**config.mk**
```make
export PLATFORM = sky130hd
export DESIGN_NAME = summ_sa_apod
export DESIGN_NICKNAME = d
export VERILOG_FILES = /design/src/rtl/summ_pkg.sv /design/src/rtl/apod_mul.sv /design/src/rtl/summ_sa_apod.sv
export SDC_FILE = /design/constraint.sdc
export NUM_CORES = 1
export LEC_CHECK = 0
export CORE_MARGIN = 2
export CORE_UTILIZATION = 50
export CTS_BUF_LIST = sky130_fd_sc_hd__clkbuf_4 sky130_fd_sc_hd__clkbuf_8
export DETAILED_ROUTE_END_ITERATION = 12
export PLACE_DENSITY = 0.75
export SLEW_MARGIN = 30
export SYNTH_ARGS = -nofsm -noshare
export SYNTH_HDL_FRONTEND = slang
export SYNTH_SLANG_ARGS = --single-unit
```
**constraint.sdc**
```tcl
create_clock -name clk -period 4.8 [get_ports clk]
set_input_delay 0.72 -clock clk [delete_from_list [all_inputs] [get_ports clk]]
set_output_delay 0.72 -clock clk [all_outputs]
set_load 0.1 [all_outputs]
```
**src/rtl/summ_pkg.sv**
```systemverilog
// Shared definitions for the apodized delay-and-sum summer.
//   state_t      : FSM state encoding (IDLE, ACCUM, DRAIN, OUT)
//   acc_width()  : accumulator width that cannot wrap for a full sum
//   cnt_width()  : beat counter width able to hold 0..MAX_BEATS
//   ch_width()   : channel index width, never below one bit
//   sat_hi/lo()  : clamp bounds of a signed output of a given width
package summ_pkg;

  typedef enum logic [1:0] {
    ST_IDLE  = 2'd0,
    ST_ACCUM = 2'd1,
    ST_DRAIN = 2'd2,
    ST_OUT   = 2'd3
  } state_t;

  // Product is DATA+COEF+1 bits (weight gains a zero sign bit); summing up to
  // MAX_BEATS of them needs clog2(MAX_BEATS) extra bits of headroom.
  function automatic int acc_width(input int dw, input int cw, input int mb);
    return dw + cw + 1 + $clog2(mb);
  endfunction

  function automatic int cnt_width(input int mb);
    return $clog2(mb + 1);
  endfunction

  function automatic int ch_width(input int n);
    return (n > 1) ? $clog2(n) : 1;
  endfunction

  function automatic longint sat_hi(input int ow);
    return (longint'(1) <<< (ow - 1)) - 1;
  endfunction

  function automatic longint sat_lo(input int ow);
    return -(longint'(1) <<< (ow - 1));
  endfunction

endpackage

```
**src/rtl/apod_mul.sv**
```systemverilog
// One-stage registered signed-by-unsigned multiplier.
//   clk, reset_n : clock, asynchronous active-low reset
//   i_valid      : operands valid this cycle
//   i_sample     : signed sample
//   i_weight     : unsigned weight (treated as a non-negative signed value)
//   o_valid      : product valid (one cycle after i_valid)
//   o_prod       : registered signed product
module apod_mul #(
  parameter int DATA_WIDTH = 16,
  parameter int COEF_WIDTH = 8
) (
  input  logic                                clk,
  input  logic                                reset_n,
  input  logic                                i_valid,
  input  logic signed [DATA_WIDTH-1:0]        i_sample,
  input  logic        [COEF_WIDTH-1:0]        i_weight,
  output logic                                o_valid,
  output logic signed [DATA_WIDTH+COEF_WIDTH:0] o_prod
);

  localparam int PW = DATA_WIDTH + COEF_WIDTH + 1;

  logic signed [COEF_WIDTH:0] w_weight_s;
  logic signed [PW-1:0]       w_prod;

  // Zero-extend the weight so the multiply stays signed without flipping it.
  assign w_weight_s = $signed({1'b0, i_weight});
  assign w_prod     = PW'(i_sample) * PW'(w_weight_s);

  always_ff @(posedge clk or negedge reset_n) begin
    if (!reset_n) begin
      o_valid <= 1'b0;
      o_prod  <= '0;
    end else begin
      o_valid <= i_valid;
      if (i_valid) o_prod <= w_prod;
    end
  end

endmodule

```
**src/rtl/summ_sa_apod.sv**
```systemverilog
// Apodized summer: weights each accepted sample by its channel's weight,
// accumulates a sum of up to MAX_BEATS beats and presents it saturated.
//   clk, reset_n               : clock, asynchronous active-low reset
//   start_sum                  : open a new sum (aborts one in progress)
//   s_valid/s_ready/s_sample/s_chan/s_last : sample stream
//   coef_we/coef_addr/coef_data: weight register write port
//   m_valid/m_ready/m_sum/m_count/m_sat/m_trunc : result stream
//   busy                       : not idle
module summ_sa_apod
  import summ_pkg::*;
#(
  parameter int DATA_WIDTH   = 16,
  parameter int COEF_WIDTH   = 8,
  parameter int NUM_CHANNELS = 4,
  parameter int MAX_BEATS    = 64,
  parameter int OUT_WIDTH    = 24,
  localparam int CH_W        = ch_width(NUM_CHANNELS),
  localparam int CNT_W       = cnt_width(MAX_BEATS)
) (
  input  logic                        clk,
  input  logic                        reset_n,
  input  logic                        start_sum,
  input  logic                        s_valid,
  output logic                        s_ready,
  input  logic signed [DATA_WIDTH-1:0] s_sample,
  input  logic        [CH_W-1:0]      s_chan,
  input  logic                        s_last,
  input  logic                        coef_we,
  input  logic        [CH_W-1:0]      coef_addr,
  input  logic        [COEF_WIDTH-1:0] coef_data,
  output logic                        m_valid,
  input  logic                        m_ready,
  output logic signed [OUT_WIDTH-1:0] m_sum,
  output logic        [CNT_W-1:0]     m_count,
  output logic                        m_sat,
  output logic                        m_trunc,
  output logic                        busy
);

  localparam int ACC_WIDTH = acc_width(DATA_WIDTH, COEF_WIDTH, MAX_BEATS);
  localparam int PW        = DATA_WIDTH + COEF_WIDTH + 1;
  localparam logic signed [ACC_WIDTH-1:0] SAT_HI = ACC_WIDTH'(sat_hi(OUT_WIDTH));
  localparam logic signed [ACC_WIDTH-1:0] SAT_LO = ACC_WIDTH'(sat_lo(OUT_WIDTH));

  state_t                       r_state;
  logic signed [ACC_WIDTH-1:0]  r_acc;
  logic        [CNT_W-1:0]      r_cnt;
  logic                         r_trunc_pend;
  logic        [COEF_WIDTH-1:0] r_weight [NUM_CHANNELS];
  logic                         r_m_valid;
  logic signed [OUT_WIDTH-1:0]  r_m_sum;
  logic        [CNT_W-1:0]      r_m_count;
  logic                         r_m_sat;
  logic                         r_m_trunc;

  logic                         w_s_ready;
  logic                         w_fire;
  logic                         w_mul_in;
  logic        [COEF_WIDTH-1:0] w_weight;
  logic                         w_prod_valid;
  logic signed [PW-1:0]         w_prod;
  logic signed [ACC_WIDTH-1:0]  w_acc_sum;
  logic                         w_hi;
  logic                         w_lo;
  logic signed [OUT_WIDTH-1:0]  w_clamped;
  logic                         w_end;

  assign w_s_ready = (r_state == ST_ACCUM);
  assign w_fire    = s_valid && w_s_ready;
  // A beat that coincides with an abort never enters the pipeline.
  assign w_mul_in  = w_fire && !start_sum;
  assign w_end     = s_last || (r_cnt == CNT_W'(MAX_BEATS - 1));

  // Weight lookup; channels with no register read as weight 0.
  always_comb begin
    w_weight = '0;
    for (int i = 0; i < NUM_CHANNELS; i++) begin
      if (s_chan == CH_W'(i)) w_weight = r_weight[i];
    end
  end

  always_ff @(posedge clk or negedge reset_n) begin
    if (!reset_n) begin
      for (int i = 0; i < NUM_CHANNELS; i++) r_weight[i] <= '0;
    end else if (coef_we) begin
      for (int i = 0; i < NUM_CHANNELS; i++) begin
        if (coef_addr == CH_W'(i)) r_weight[i] <= coef_data;
      end
    end
  end

  apod_mul #(
    .DATA_WIDTH (DATA_WIDTH),
    .COEF_WIDTH (COEF_WIDTH)
  ) u_mul (
    .clk      (clk),
    .reset_n  (reset_n),
    .i_valid  (w_mul_in),
    .i_sample (s_sample),
    .i_weight (w_weight),
    .o_valid  (w_prod_valid),
    .o_prod   (w_prod)
  );

  assign w_acc_sum = r_acc + ACC_WIDTH'(w_prod);
  assign w_hi      = (r_acc > SAT_HI);
  assign w_lo      = (r_acc < SAT_LO);
  assign w_clamped = w_hi ? OUT_WIDTH'(SAT_HI) :
                     w_lo ? OUT_WIDTH'(SAT_LO) : OUT_WIDTH'(r_acc);

  always_ff @(posedge clk or negedge reset_n) begin
    if (!reset_n) begin
      r_state      <= ST_IDLE;
      r_acc        <= '0;
      r_cnt        <= '0;
      r_trunc_pend <= 1'b0;
      r_m_valid    <= 1'b0;
      r_m_sum      <= '0;
      r_m_count    <= '0;
      r_m_sat      <= 1'b0;
      r_m_trunc    <= 1'b0;
    end else begin
      case (r_state)
        ST_IDLE: begin
          if (start_sum) begin
            r_state      <= ST_ACCUM;
            r_acc        <= '0;
            r_cnt        <= '0;
            r_trunc_pend <= 1'b0;
          end
        end
        ST_ACCUM: begin
          if (start_sum) begin
            // Abort: the in-flight product is dropped by not adding it.
            r_acc <= '0;
            r_cnt <= '0;
          end else begin
            if (w_prod_valid) r_acc <= w_acc_sum;
            if (w_fire) begin
              r_cnt <= r_cnt + CNT_W'(1);
              if (w_end) begin
                r_state      <= ST_DRAIN;
                r_trunc_pend <= !s_last;
              end
            end
          end
        end
        ST_DRAIN: begin
          // Stay until the last product has been folded into the sum,
          // then register the result from the settled accumulator.
          if (w_prod_valid) begin
            r_acc <= w_acc_sum;
          end else begin
            r_state   <= ST_OUT;
            r_m_valid <= 1'b1;
            r_m_sum   <= w_clamped;
            r_m_sat   <= w_hi || w_lo;
            r_m_count <= r_cnt;
            r_m_trunc <= r_trunc_pend;
          end
        end
        ST_OUT: begin
          if (m_ready) begin
            r_m_valid <= 1'b0;
            if (start_sum) begin
              r_state      <= ST_ACCUM;
              r_acc        <= '0;
              r_cnt        <= '0;
              r_trunc_pend <= 1'b0;
            end else begin
              r_state <= ST_IDLE;
            end
          end
        end
        default: r_state <= ST_IDLE;
      endcase
    end
  end

  assign s_ready = w_s_ready;
  assign busy    = (r_state != ST_IDLE);
  assign m_valid = r_m_valid;
  assign m_sum   = r_m_sum;
  assign m_count = r_m_count;
  assign m_sat   = r_m_sat;
  assign m_trunc = r_m_trunc;

endmodule

```
==> impl_metrics.ini, run 1 <==
[worst_setup_path]
path_class = in -> reg
required_ns = 5.13
reg2regPathDepth = 19
cp-end-kind = register
r2r_end = u_mul.o_prod[21]$_DFFE_PN0P_
start_kind = input pin
rrSetupSlack_ns = -0.42
cp_max_fo = 8
cp.arrival_ns = 5.60
r2r_start = r_weight[2]$_DFFE_PN0P_

[floorplan]
start_util_pct = 50.8
io_pins = 71
core_area_sq_um = 22600
rows = 55
die_y_um = 156
die_area_sq_um = 24200
die-width_um = 156

[yosys]
synth_xor_area_share_pct = 3.73
yosysSeqAreaShare_pct = 28.9
ys.flop_type = dfrtp_1
synth_compound_area_share_pct = 12.9
ys_seq_elements = 133
mappedNetlistNets = 1438
synth_area_sq_um = 11500
synth_edf_count = 0
yosysUniqueCellTypes = 65
synthCells = 1215
synth_top_family_by_area = adder cells
muxShareOfSynthArea_pct = 5.15
synthAdderAreaFrac_pct = 27.2
async_reset_ff_share_pct = 100
yosysWarnings = 0
yosys.area_share.simple_pct = 15.7
syn_area_per_cell_sq_um = 9.46

[grt]
grt_usage_pct = 21.4
grt_pass1_wl_mm = 42.7
antenna_found_initial = 0
grt_remaining_overflow = 0
grt_max_degree = 96
grt_pass1_vias = 9189

[final_layout]
layout-drive-gt1-share_pct = 22.7
final_cell_area_sq_um = 14500
n_antenna_cell = 0
final_common_cell = nand2_1
layout_common_cells = nand2_1 (157), inv_1 (139), dfrtp_1 (133)
fin_nets = 1621
syn_to_final_growth_pct = 25.9

[route]
vias_per_cell = 5.33
wl_per_cell_um = 15.2
initialDrtViolationCount = 512
ant_nets = 0
drc = 0
drt-total-wl_mm = 25.8
dr_total_vias = 9047
firstDrtPassIters = 5

[sta]
clock_skew_ns = 0.0182
min_period_ns = 5.27
setup_slack_ns = -0.467
setup_violations = 14
period_share_pct = 110
max_freq_mhz = 190
fin_setup_tns_ns = -4.32
rsz0062_at_grt = true
worst_slew_pin_slew_ns = 0.970
hold_viol_final = 0
relSlewSlack_pct = 35.1
drv_slew = 0

[cts]
cts.sinks = 133
clk_pin_slew_worst_paths_ns = 0.09
cts-buffers-inserted = 17
worstSkewPairLatency_ns = 0.45
cts_tree = done
htreeDepth = 4
clock-root-buffer = clkbuf_8
clockBufferDepth = 2

[outcome]
violations = negative setup slack
outcome = finished with violations

[place]
dp_hpwl_mm = 18.8
portBuffers = 70
place_congestion = 0.855
placed_area_sq_um = 13400

[worst_hold_path]
hp-class = in -> async

[flow_run]
maxCapViolations = 0
critical path, cell delays in order:
cell     delay, ns
buf_12        0.10
buf_6         0.09
mux4_2        0.61
buf_8         0.19
nand2_2       0.08
fa_1          0.46
inv_2         0.09
fa_1          0.47
fa_1          0.52
inv_1         0.05
fa_1          0.52
inv_1         0.06
ha_4          0.24
o21a_1        0.12
o21a_1        0.23
a41oi_4       0.25
a21oi_4       0.11
a211o_1       0.31
a21oi_2       0.15
xor2_1        0.15
o21ai_1       0.07
through the flow:
| stage | hold slack, ns | setup slack [ns] | instances | util (%) |
|---|---|---|---|---|
| 2_1_floorplan | 0.424 | -0.626 | 1215 | - |
| 3_3_place_gp | 0.457 | -1.30 | 1634 | 59.3 |
| 3_5_place_dp | 0.462 | -1.41 | 1634 | 59.3 |
| 4_1_cts | 0.349 | -0.492 | 1685 | 62.8 |
| 5_1_grt | 0.390 | -0.585 | 1696 | 63.9 |
| 6_report | 0.345 | -0.467 | 1696 | 63.9 |
sequential cells by signal, summed over array words and instances (netlist names):
name           count
r_weight          32
r_acc             31
u_mul.o_prod      25
m_sum             24
m_count            7
r_cnt              7
r_state            2
m_sat              1
m_trunc            1
m_valid            1
r_trunc_pend       1
u_mul.o_valid      1
synth_stat cells (2+ instances only):
master       n  area, sq um
nand2_1    175          657
inv_1      160          601
dfrtp_1    133         3330
fa_1       103         2060
ha_1        85         1060
and2_1      78          488
o21ai_0     66          330
nor2_1      51          191
a21oi_1     48          240
clkbuf_1    36          135
mux2_2      33          372
xnor2_1     28          245
a22o_1      25          219
xor2_1      21          184
a21o_1      18          135
nand3_1     18         90.1
nor3_1      12         60.1
o21a_1      10         75.1
nor2b_1      9         56.3
mux4_2       8          180
nand2b_1     8         50.1
o21ai_1      8         40.0
and3_1       7         43.8
a211oi_1     6         45.0
a31oi_1      5         31.3
nand4_1      5         31.3
or3_1        5         31.3
a211o_1      3         26.3
a41oi_1      3         26.3
nand3b_1     3         22.5
o21bai_1     3         22.5
a2111oi_2    2         30.0
a32o_1       2         20.0
and3_4       2         22.5
mux2_4       2         30.0
o311ai_1     2         17.5
o31ai_1      2         15.0
o41ai_1      2         17.5
or2_2        2         12.5
what timing repair did:
item                                    in CTS  in global routing
hold buffers                                 0                  0
gates resized for setup                     64                 44
pin swaps                                   57                 60
buffers inserted                            17                 12
cloned                                       2                  2
endpoints found under the setup margin      17                 15
worst max-delay path by stage:
stage	depth (start not counted)	end	startpoint	slack (ns)
finish	21	u_mul.o_prod[21]$_DFFE_PN0P_	s_chan[0]	-0.47
global route	24	u_mul.o_prod[12]$_DFFE_PN0P_	s_chan[0]	-0.58
CTS	21	u_mul.o_prod[24]$_DFFE_PN0P_	s_chan[0]	-0.49
detailed placement	21	u_mul.o_prod[21]$_DFFE_PN0P_	s_chan[0]	-1.41
global placement	20	u_mul.o_prod[22]$_DFFE_PN0P_	s_chan[0]	-1.30
floorplan	20	u_mul.o_prod[21]$_DFFE_PN0P_	s_chan[0]	-0.63
routing by layer:
layer | vias up | track usage, % | wire, um
met5 | - | 0 | 0
met4 | 0 | 5.02 | 456
met3 | 33 | 3.14 | 833
met2 | 192 | 37.6 | 12900
met1 | 4422 | 28.1 | 11600
li1 | 4400 | - | -
logic make-up after synthesis:
kind of cell    count (synthesis)
simple gates                  381
xor+xnor                       49
fa+ha+maj                     188
mux                            44
compound gates                223
flops                         133
buf+inv                       197
area by class of cell:
| cell class | count | area (sq um) |
|---|---|---|
| Tap cell | 285 | 357 |
| Sequential cell | 133 | 3330 |
| Clock inverter | 15 | 185 |
| Inverter | 160 | 601 |
| Clock buffer | 17 | 234 |
| Fill cell | 1758 | 8170 |
| Timing Repair Buffer | 200 | 1820 |
| Multi-Input combinational cell | 886 | 7950 |
Power of run 1 is not shown: default switching activity piles up to over one toggle a cycle in this logic, so the estimate is an artifact.
==> run 2, diff against run 1 <==
Settings changed: CAP_MARGIN set to 20.
==> results of run 2 <==
Same layout as run 1: the final DEF is identical, and so are final timing and power.
Power of run 2 is left out for the same reason.
==> run 3, diff against run 2 <==
Settings changed: SKIP_CTS_REPAIR_TIMING set to 1.
==> run 3 against run 2 <==
Net effect:
- the flow still finishes with violations (negative setup slack)
- die area unchanged
- wire length down 5.9%
- cell area decreased by 1.6%
- critical path depth fell by 3
- worst setup slack improved by 0.012 ns
- clock-buffer cell count stayed put
- fmax grew 0.22%
- via count decreased by 2.1%
- cell count down 0.65%
- global-route usage down 0.86 points
- flip-flop and latch count stayed put
- non-clock buffer count shrank 10
- critical path type is now reg -> reg
- critical endpoint unchanged
==> impl_metrics.ini, run 3 (synthesis gave the netlist of run 1 again) <==
[place]
placedCellCount = 1634
dp_hpwl_mm = 18.8
place_congestion = 0.855
portBuffers = 70

[grt]
grt_pass1_wl_mm = 41.2
antenna_found_initial = 0
grt_usage_pct = 20.6
grt_pass1_vias = 8953
grt_remaining_overflow = 0
grt_max_degree = 96

[cts]
cts-buffers-inserted = 17
htreeDepth = 4
clock-root-buffer = clkbuf_8
clockBufferDepth = 2
worstSkewPairLatency_ns = 0.45
cts.sinks = 133
clk_pin_slew_worst_paths_ns = 0.09
cts_tree = done

[worst_setup_path]
critPathMaxStageDelay_ns = 0.59
cp.arrival_ns = 5.59
path_common_cell = fa_1
path_cells = mux4_2, buf_6, and2_1, fa_2, fa_1, fa_1, inv_1, fa_1, inv_1, ha_4, o21a_1, o21a_1, a41oi_2, a21oi_2, a211o_1, a21oi_2, xor2_1, o21ai_1
start_kind = register
cp_slowest_cell = mux4_2
cp-end-kind = register
required_ns = 5.13
cp_max_fo = 7
path_class = reg -> reg

[route]
wl_per_cell_um = 14.4
dr_total_vias = 8855
initialDrtViolationCount = 486
firstDrtPassIters = 5
routed.top_layer = met4
drt-total-wl_mm = 24.3
vias_per_cell = 5.26
drc = 0
wl_met2_mm = 12.1
met3_length_um = 607
ant_nets = 0
wl_met1_mm = 11.3

[sta]
setup_violations = 12
hold_viol_final = 0
min_period_ns = 5.26
setup_slack_ns = -0.456
worst_slew_pin_slew_ns = 0.970
period_share_pct = 109
relSlewSlack_pct = 35.1
max_freq_mhz = 190
clock_skew_ns = 0.0194
drv_slew = 0
rsz0062_at_grt = true

[floorplan]
core_area_sq_um = 22600
die_area_sq_um = 24200
start_util_pct = 50.8
die_y_um = 156
rows = 55
io_pins = 71
die-width_um = 156

[final_layout]
finalNonFillerCells = 1685
utilization_pct = 62.9
layout_common_cells = nand2_1 (163), inv_1 (139), dfrtp_1 (133)
syn_to_final_growth_pct = 23.8
largest_reg_flops = 32
fin_nets = 1610
n_antenna_cell = 0
nFillCells = 1793
layout-drive-gt1-share_pct = 21.6
final_common_cell = nand2_1
reg_top3 = r_weight x32, r_acc x31, u_mul.o_prod x25
largest-register = r_weight

[worst_hold_path]
hp-class = in -> async

[outcome]
outcome = finished with violations
violations = negative setup slack

[flow_run]
maxCapViolations = 0
==> run 3: changes by cell type in the layout (fill, tap and decap cells not counted), moves of 3 or more <==
cell	delta
buf_4	-9
nand2_2	-4
fa_1	-3
ha_4	-4
fa_2	+3
nand2_1	+6
a21oi_4	-3
==> run 3: cell type report <==
class                           count  area [sq um]  share of cell area, %
Clock buffer                       17           234                   1.64
Clock inverter                     15           185                   1.30
Inverter                          160           601                   4.22
Multi-Input combinational cell    885          7820                   54.9
Sequential cell                   133          3330                   23.4
Tap cell                          285           357                   2.50
Timing Repair Buffer              190          1720                   12.1
==> run 3: routing by layer <==
layer,vias to the layer above,track usage [%]
met5,-,0
met4,0,5.02
met3,23,3.06
met2,154,35.5
met1,4303,27.4
li1,4375,-
==> run 3: path summary, 6_finish.rpt <==
check                                         start                            to  slack (ns)  cells after the start
setup / recovery           r_weight[12]$_DFFE_PN0P_  u_mul.o_prod[21]$_DFFE_PN0P_       -0.46                     18
hold / removal                              reset_n        m_count[5]$_DFFE_PN0P_        0.34                      1
setup reg to reg           r_weight[12]$_DFFE_PN0P_  u_mul.o_prod[21]$_DFFE_PN0P_       -0.46                     18
hold reg to reg              m_count[0]$_DFFE_PN0P_        m_count[0]$_DFFE_PN0P_        0.48                      2
max in group asynchronous                   reset_n      r_weight[30]$_DFFE_PN0P_        3.39                      2
min in group clk             m_count[0]$_DFFE_PN0P_        m_count[0]$_DFFE_PN0P_        0.48                      2
==> run 3: worst max-delay path: cells and delay by family, from the launching register on <==
| kind | cells | cell delay [ns] |
|---|---|---|
| mux | 1 | 0.59 |
| buf+inv | 3 | 0.28 |
| simple gates | 1 | 0.17 |
| flops | 1 | 0.41 |
| compound gates | 7 | 1.25 |
| xor+xnor | 1 | 0.17 |
| fa+ha+maj | 5 | 2.27 |
==> run 3: through the flow <==
| stage | hold slack, ns | setup slack, ns | area, sq um | setup TNS, ns |
|---|---|---|---|---|
| 5_1_grt | 0.390 | -0.601 | 14200 | -5.31 |
| 4_1_cts | 0.349 | -0.919 | 13800 | -10.66 |
| 6_report | 0.342 | -0.456 | 14200 | -3.17 |
| 2_1_floorplan | 0.424 | -0.626 | 11800 | -5.12 |
| 3_5_place_dp | 0.462 | -1.41 | 13400 | -19.37 |
| 3_3_place_gp | 0.457 | -1.30 | 13400 | -17.49 |
Power of run 3 is left out for the same reason.
==> RTL edit 1: new RTL, config.mk and constraints of run 3 <==
`DATA_WIDTH` is set to 16 in 2 places; all go to 32.
--- a/src/rtl/apod_mul.sv
+++ b/src/rtl/apod_mul.sv
@@ -6,7 +6,7 @@
 //   o_valid      : product valid (one cycle after i_valid)
 //   o_prod       : registered signed product
 module apod_mul #(
-  parameter int DATA_WIDTH = 16,
+  parameter int DATA_WIDTH = 32,
   parameter int COEF_WIDTH = 8
 ) (
   input  logic                                clk,
--- a/src/rtl/summ_sa_apod.sv
+++ b/src/rtl/summ_sa_apod.sv
@@ -9,7 +9,7 @@
 module summ_sa_apod
   import summ_pkg::*;
 #(
-  parameter int DATA_WIDTH   = 16,
+  parameter int DATA_WIDTH   = 32,
   parameter int COEF_WIDTH   = 8,
   parameter int NUM_CHANNELS = 4,
   parameter int MAX_BEATS    = 64,
Ports: changed (resized s_sample); port bits go from 71 to 87. The function was not compared with the original's and may differ.
==> RTL edit 1 against run 3 <==
  * The run still ends with negative setup slack left
  * Area after synthesis up 57%
  * Worst setup slack worse by 0.71 ns
  * Sequential cell count up 32
  * Routed wire length up 93%
  * Synthesized cell count up 62%
  * Register-to-register slack worse by 0.60 ns
  * Clock skew up 0.0018 ns
  * Via count up 69%
  * Final cell count up 61%
  * Non-clock buffer count up 112
  * Core utilization down 0.67 points
  * Design area up 55%
Power is not shown: default switching activity piles up to over one toggle a cycle in this logic, so the estimate is an artifact.
==> RTL edit 1: results (changes against run 3) <==
** Outcome
- Status :: finished with violations
- The final reports fail on negative setup slack.

** Worst setup path
- The setup path with the least slack is of type in -> reg.
- In this run the critical register-to-register path is launched from r_weight[4].
- The depth of the worst register-to-register path came to 20 (+2).
- The endpoint arrival time on the critical path is 6.32 ns (+0.73 ns).
- The peak per-stage delay on the critical path is 0.62 ns (+0.03 ns).

** Synthesis
- The sequential share of the synthesized area came to 22.90% (-6.1 points).
- Syn nets :: 2352 (+64%)
- By count the netlist is led by sky130_fd_sc_hd__inv_1 (298), sky130_fd_sc_hd__nand2_1 (259), sky130_fd_sc_hd__fa_1 (199), sky130_fd_sc_hd__dfrtp_1 (165), sky130_fd_sc_hd__and2_1 (136).
- Distinct cell type count after synthesis :: 88 (+35%)

** Clock network
- Number of sinks handled by clock tree synthesis :: 165 (+24%)

** Timing
- The setup clock skew after layout came to 0.02111 ns (+0.001752 ns).
- Total setup violations reported at the end of the flow :: 30 (+18)
- Measured slew at the worst slew-check pin :: 0.9883 ns (+0.01804 ns)
- The post-layout worst setup margin came to -1.168 ns (-0.7119 ns).
- The final setup TNS is -20.18 ns (-17.01 ns).

** Route
- WL final :: 46780 um (+93%)
- First-pass iteration count of the detailed router :: 8 (+3)
- The first-iteration detailed-routing DRC count was 947 (+95%).
- Number of vias after detailed routing :: 14.96k (+69%)
- Met2 Routed Length :: 22610 um (+87%)
- The average wire length per cell after detail routing came to 17.28 um (+20%).

** Layout
- The share of final-layout standard cells stronger than drive strength 1 was 20.17% (-1.5 points).
- Multi-input comb cells :: 1448 (+64%)
- The largest registers in the layout are r_acc (47), u_mul.o_prod (41), r_weight (32).
- The relative area of clock buffers and inverters in the final design is 1.996% (-0.95 points).
- The proportion of cell area occupied by registers is 18.66% (-4.7 points).
- The count of plain and timing-repair buffers is 302 (+59%).

** Place
- Placed cell count :: 2647 (+62%)
- Detailed placement HPWL :: 34400 um (+83%)
- The port buffer count is 86 (+23%).

** GRT
- The global-route met3 utilization is 3.322% (+0.27 points).
- The met2 global-route usage came to 38.99% (+3.5 points).
- Aggregate global-route resource usage :: 22.71% (+2.1 points)
## RTL edit 1: cell types whose count changed after synthesis, sizes merged, moves of 32 or more
cell / delta
and2: +58
o21ai: +38
inv: +138
fa: +96
nand2: +83
ha: +48
dfrtp: +32
a21oi: +68
## RTL edit 1: metrics by stage
stage	setup WS, ns	utilization (%)	instance area [um2]	hold WS (ns)
after detailed placement	-2.041	59.15	21040	0.4692
after global routing	-1.324	62.22	22130	0.3315
after global placement	-1.948	59.15	21040	0.4602
final	-1.168	62.22	22130	0.2899
after floorplan	-1.178	-	18480	0.4244
after CTS	-1.512	60.39	21480	0.2996
## RTL edit 1: logic make-up after synthesis
group	share of synthesized area [%]
muxes	4.288
AOI/OAI and AO/OA	14.88
and+or+nand+nor	15.13
adders and majority gates	31.32
xor gates and xnor gates	3.546
DFF	22.90
buffers and inverters	7.931
==> RTL edit 2: new RTL, config.mk and constraints of run 3 <==
Made on the original files. Re-encode `state_t` (4 states) as Gray code, 2 bits wide.
--- a/src/rtl/summ_pkg.sv
+++ b/src/rtl/summ_pkg.sv
@@ -7,10 +7,10 @@
 package summ_pkg;
 
   typedef enum logic [1:0] {
-    ST_IDLE  = 2'd0,
-    ST_ACCUM = 2'd1,
-    ST_DRAIN = 2'd2,
-    ST_OUT   = 2'd3
+    ST_IDLE  = 2'b00,
+    ST_ACCUM = 2'b01,
+    ST_DRAIN = 2'b11,
+    ST_OUT   = 2'b10
   } state_t;
 
   // Product is DATA+COEF+1 bits (weight gains a zero sign bit); summing up to
Formal check against the unedited RTL: same outputs for any inputs over 4 cycles, from zero or initial values and one cycle with reset_n low; so few cycles prove little.
==> RTL edit 2 against run 3 <==
  * The run still ends with negative setup slack left
  * Area after synthesis fell by 0.38%
  * Via count rose by 4.8%
  * Critical path depth rose by 4
  * Sequential cell count did not move
  * Design area rose by 0.33%
  * Fmax fell by 0.74%
  * Non-clock buffer count fell by 9
  * Routed wire length rose by 12%
  * Critical path type is now in -> reg
  * Clock skew fell by 0.00081 ns
  * Core utilization rose by 0.40 points
  * Worst setup slack got worse by 0.039 ns
Power is left out: the tool's default activity adds up to more than one toggle a clock period on the data nets, which glitch-free logic cannot reach.
==> RTL edit 2: results (changes against run 3) <==
** Outcome
- Status :: finished with violations
- Failing checks :: negative setup slack

** Worst setup path
- Origin of the worst setup path :: s_chan[0]
- Reg-to-reg slack, setup :: -0.41 ns (+0.05 ns)
- The endpoint identified for the worst register-to-register timing path is u_mul.o_prod[24].
- The peak per-stage delay on the critical path was 0.63 ns (+0.04 ns).
- Crit Path Max Fanout :: 8 (+1)
- Critical path start-end classification :: in -> reg
- The endpoint arrival time on the critical path was 5.64 ns (+0.05 ns).
- Worst Reg2Reg Path Length in Cells :: 20 (+2)
- The startpoint identified for the worst register-to-register timing path is r_weight[1].

** GRT
- The total routing resource utilization after global routing was 21.73% (+1.2 points).
- The via count of the first global-routing pass was 9236 (+3.2%).
- Maximum number of pins on one net before global-route repair :: 101 (+5.2%)
- The first-pass GRT wire length was 43150 um (+4.6%).
- Initial antenna violation count :: 0 (unchanged)

** Timing
- Final setup margin :: -0.4947 ns (-0.03896 ns)
- Total setup violations reported at the end of the flow :: 12 (unchanged)
- Setup Skew :: 0.01856 ns (-0.0008054 ns)
- The transition time at the pin with the least slew margin came to 0.9822 ns (+0.01194 ns).

** Place
- The placed instance count is 1643 (+0.55%).
- The half-perimeter wire length of the detailed placement result came to 19440 um (+3.6%).
- Global placer's final weighted congestion :: 0.9049 (+5.8%)

** Synthesis
- The net count after synthesis is 1449 (+0.76%).
- Most common library cells after synthesis :: sky130_fd_sc_hd__nand2_1 (171), sky130_fd_sc_hd__inv_1 (160), sky130_fd_sc_hd__dfrtp_1 (133), sky130_fd_sc_hd__fa_1 (103), sky130_fd_sc_hd__ha_1 (81)
- Leading cell types by total area after synthesis :: sky130_fd_sc_hd__dfrtp_1 (29%), sky130_fd_sc_hd__fa_1 (18%), sky130_fd_sc_hd__ha_1 (8.8%), sky130_fd_sc_hd__nand2_1 (5.6%), sky130_fd_sc_hd__inv_1 (5.2%)
- The average cell area after synthesis was 9.312 um2 (-1.6%).
- Register area share after synthesis :: 29.06% (+0.11 points)
- The number of unique standard cell types used by synthesis came to 54 (-17%).

** Route
- DRT iter0 DRCs :: 644 (+33%)
- The number of vias per cell is 5.456 (+3.8%).
- Per-cell routed wire length :: 15.99 um (+11%)
- The routed via count was 9281 (+4.8%).

** Clock network
- The maximum root-to-sink buffer count was 2 (unchanged).
- Clock insertion delay at the later pin of the skew report :: 0.46 ns

** Layout
- Layout cells sized above 1 :: 21.33% (-0.32 points)
- Layout Nets :: 1622 (+0.75%)
- # fillers :: 1797 (+0.22%)
-- RTL edit 2: per-layer routing --
layer	GRT usage (%)	share of wire, %
met5	0	0
met4	5.679	3.0
met3	3.343	5.6
met2	37.40	49
met1	28.84	42
-- RTL edit 2: kinds of logic after synthesis --
kind of cell               count (synthesis)  share of synthesized area [%]
muxes                                     54                          6.052
AOI/OAI and AO/OA                        237                          12.41
xor gates and xnor gates                  49                          3.747
buffers and inverters                    194                          6.358
and+or+nand+nor                          379                          15.52
adders and majority gates                184                          26.85
DFF                                      133                          29.06
-- RTL edit 2: worst min path at each step --
stage,startpoint,end,slack (ns),cells past startpoint
final,reset_n,m_count[3],0.34,1
after global routing,reset_n,r_cnt[3],0.37,1
after CTS,reset_n,m_count[3],0.38,1
after detailed placement,m_sum[12],m_sum[12],0.47,2
after global placement,m_sum[14],m_sum[14],0.46,2
after floorplan,reset_n,m_count[0],0.42,0
-- RTL edit 2: final cells by class --
| type | count | area, um2 | share of cell area (%) |
|---|---|---|---|
| Inverter | 162 | 610.6 | 4.275 |
| Clock inverter | 15 | 160.2 | 1.121 |
| Sequential cell | 133 | 3328 | 23.30 |
| Clock buffer | 17 | 234.0 | 1.638 |
| Multi-Input combinational cell | 908 | 7959 | 55.72 |
| Tap cell | 285 | 356.6 | 2.496 |
| Timing Repair Buffer | 181 | 1635 | 11.45 |
-- RTL edit 2: through the flow --
stage               instance area (um2)  TNS, ns  setup slack (ns)  utilization, %
CTS                               13680   -11.04           -0.9327           60.59
finish                            14280   -3.886           -0.4947           63.28
global route                      14280   -5.817           -0.6435           63.28
floorplan                         11740   -4.914           -0.6613               -
detailed placement                13280   -20.21            -1.440           58.84
global placement                  13280   -18.70            -1.331           58.84
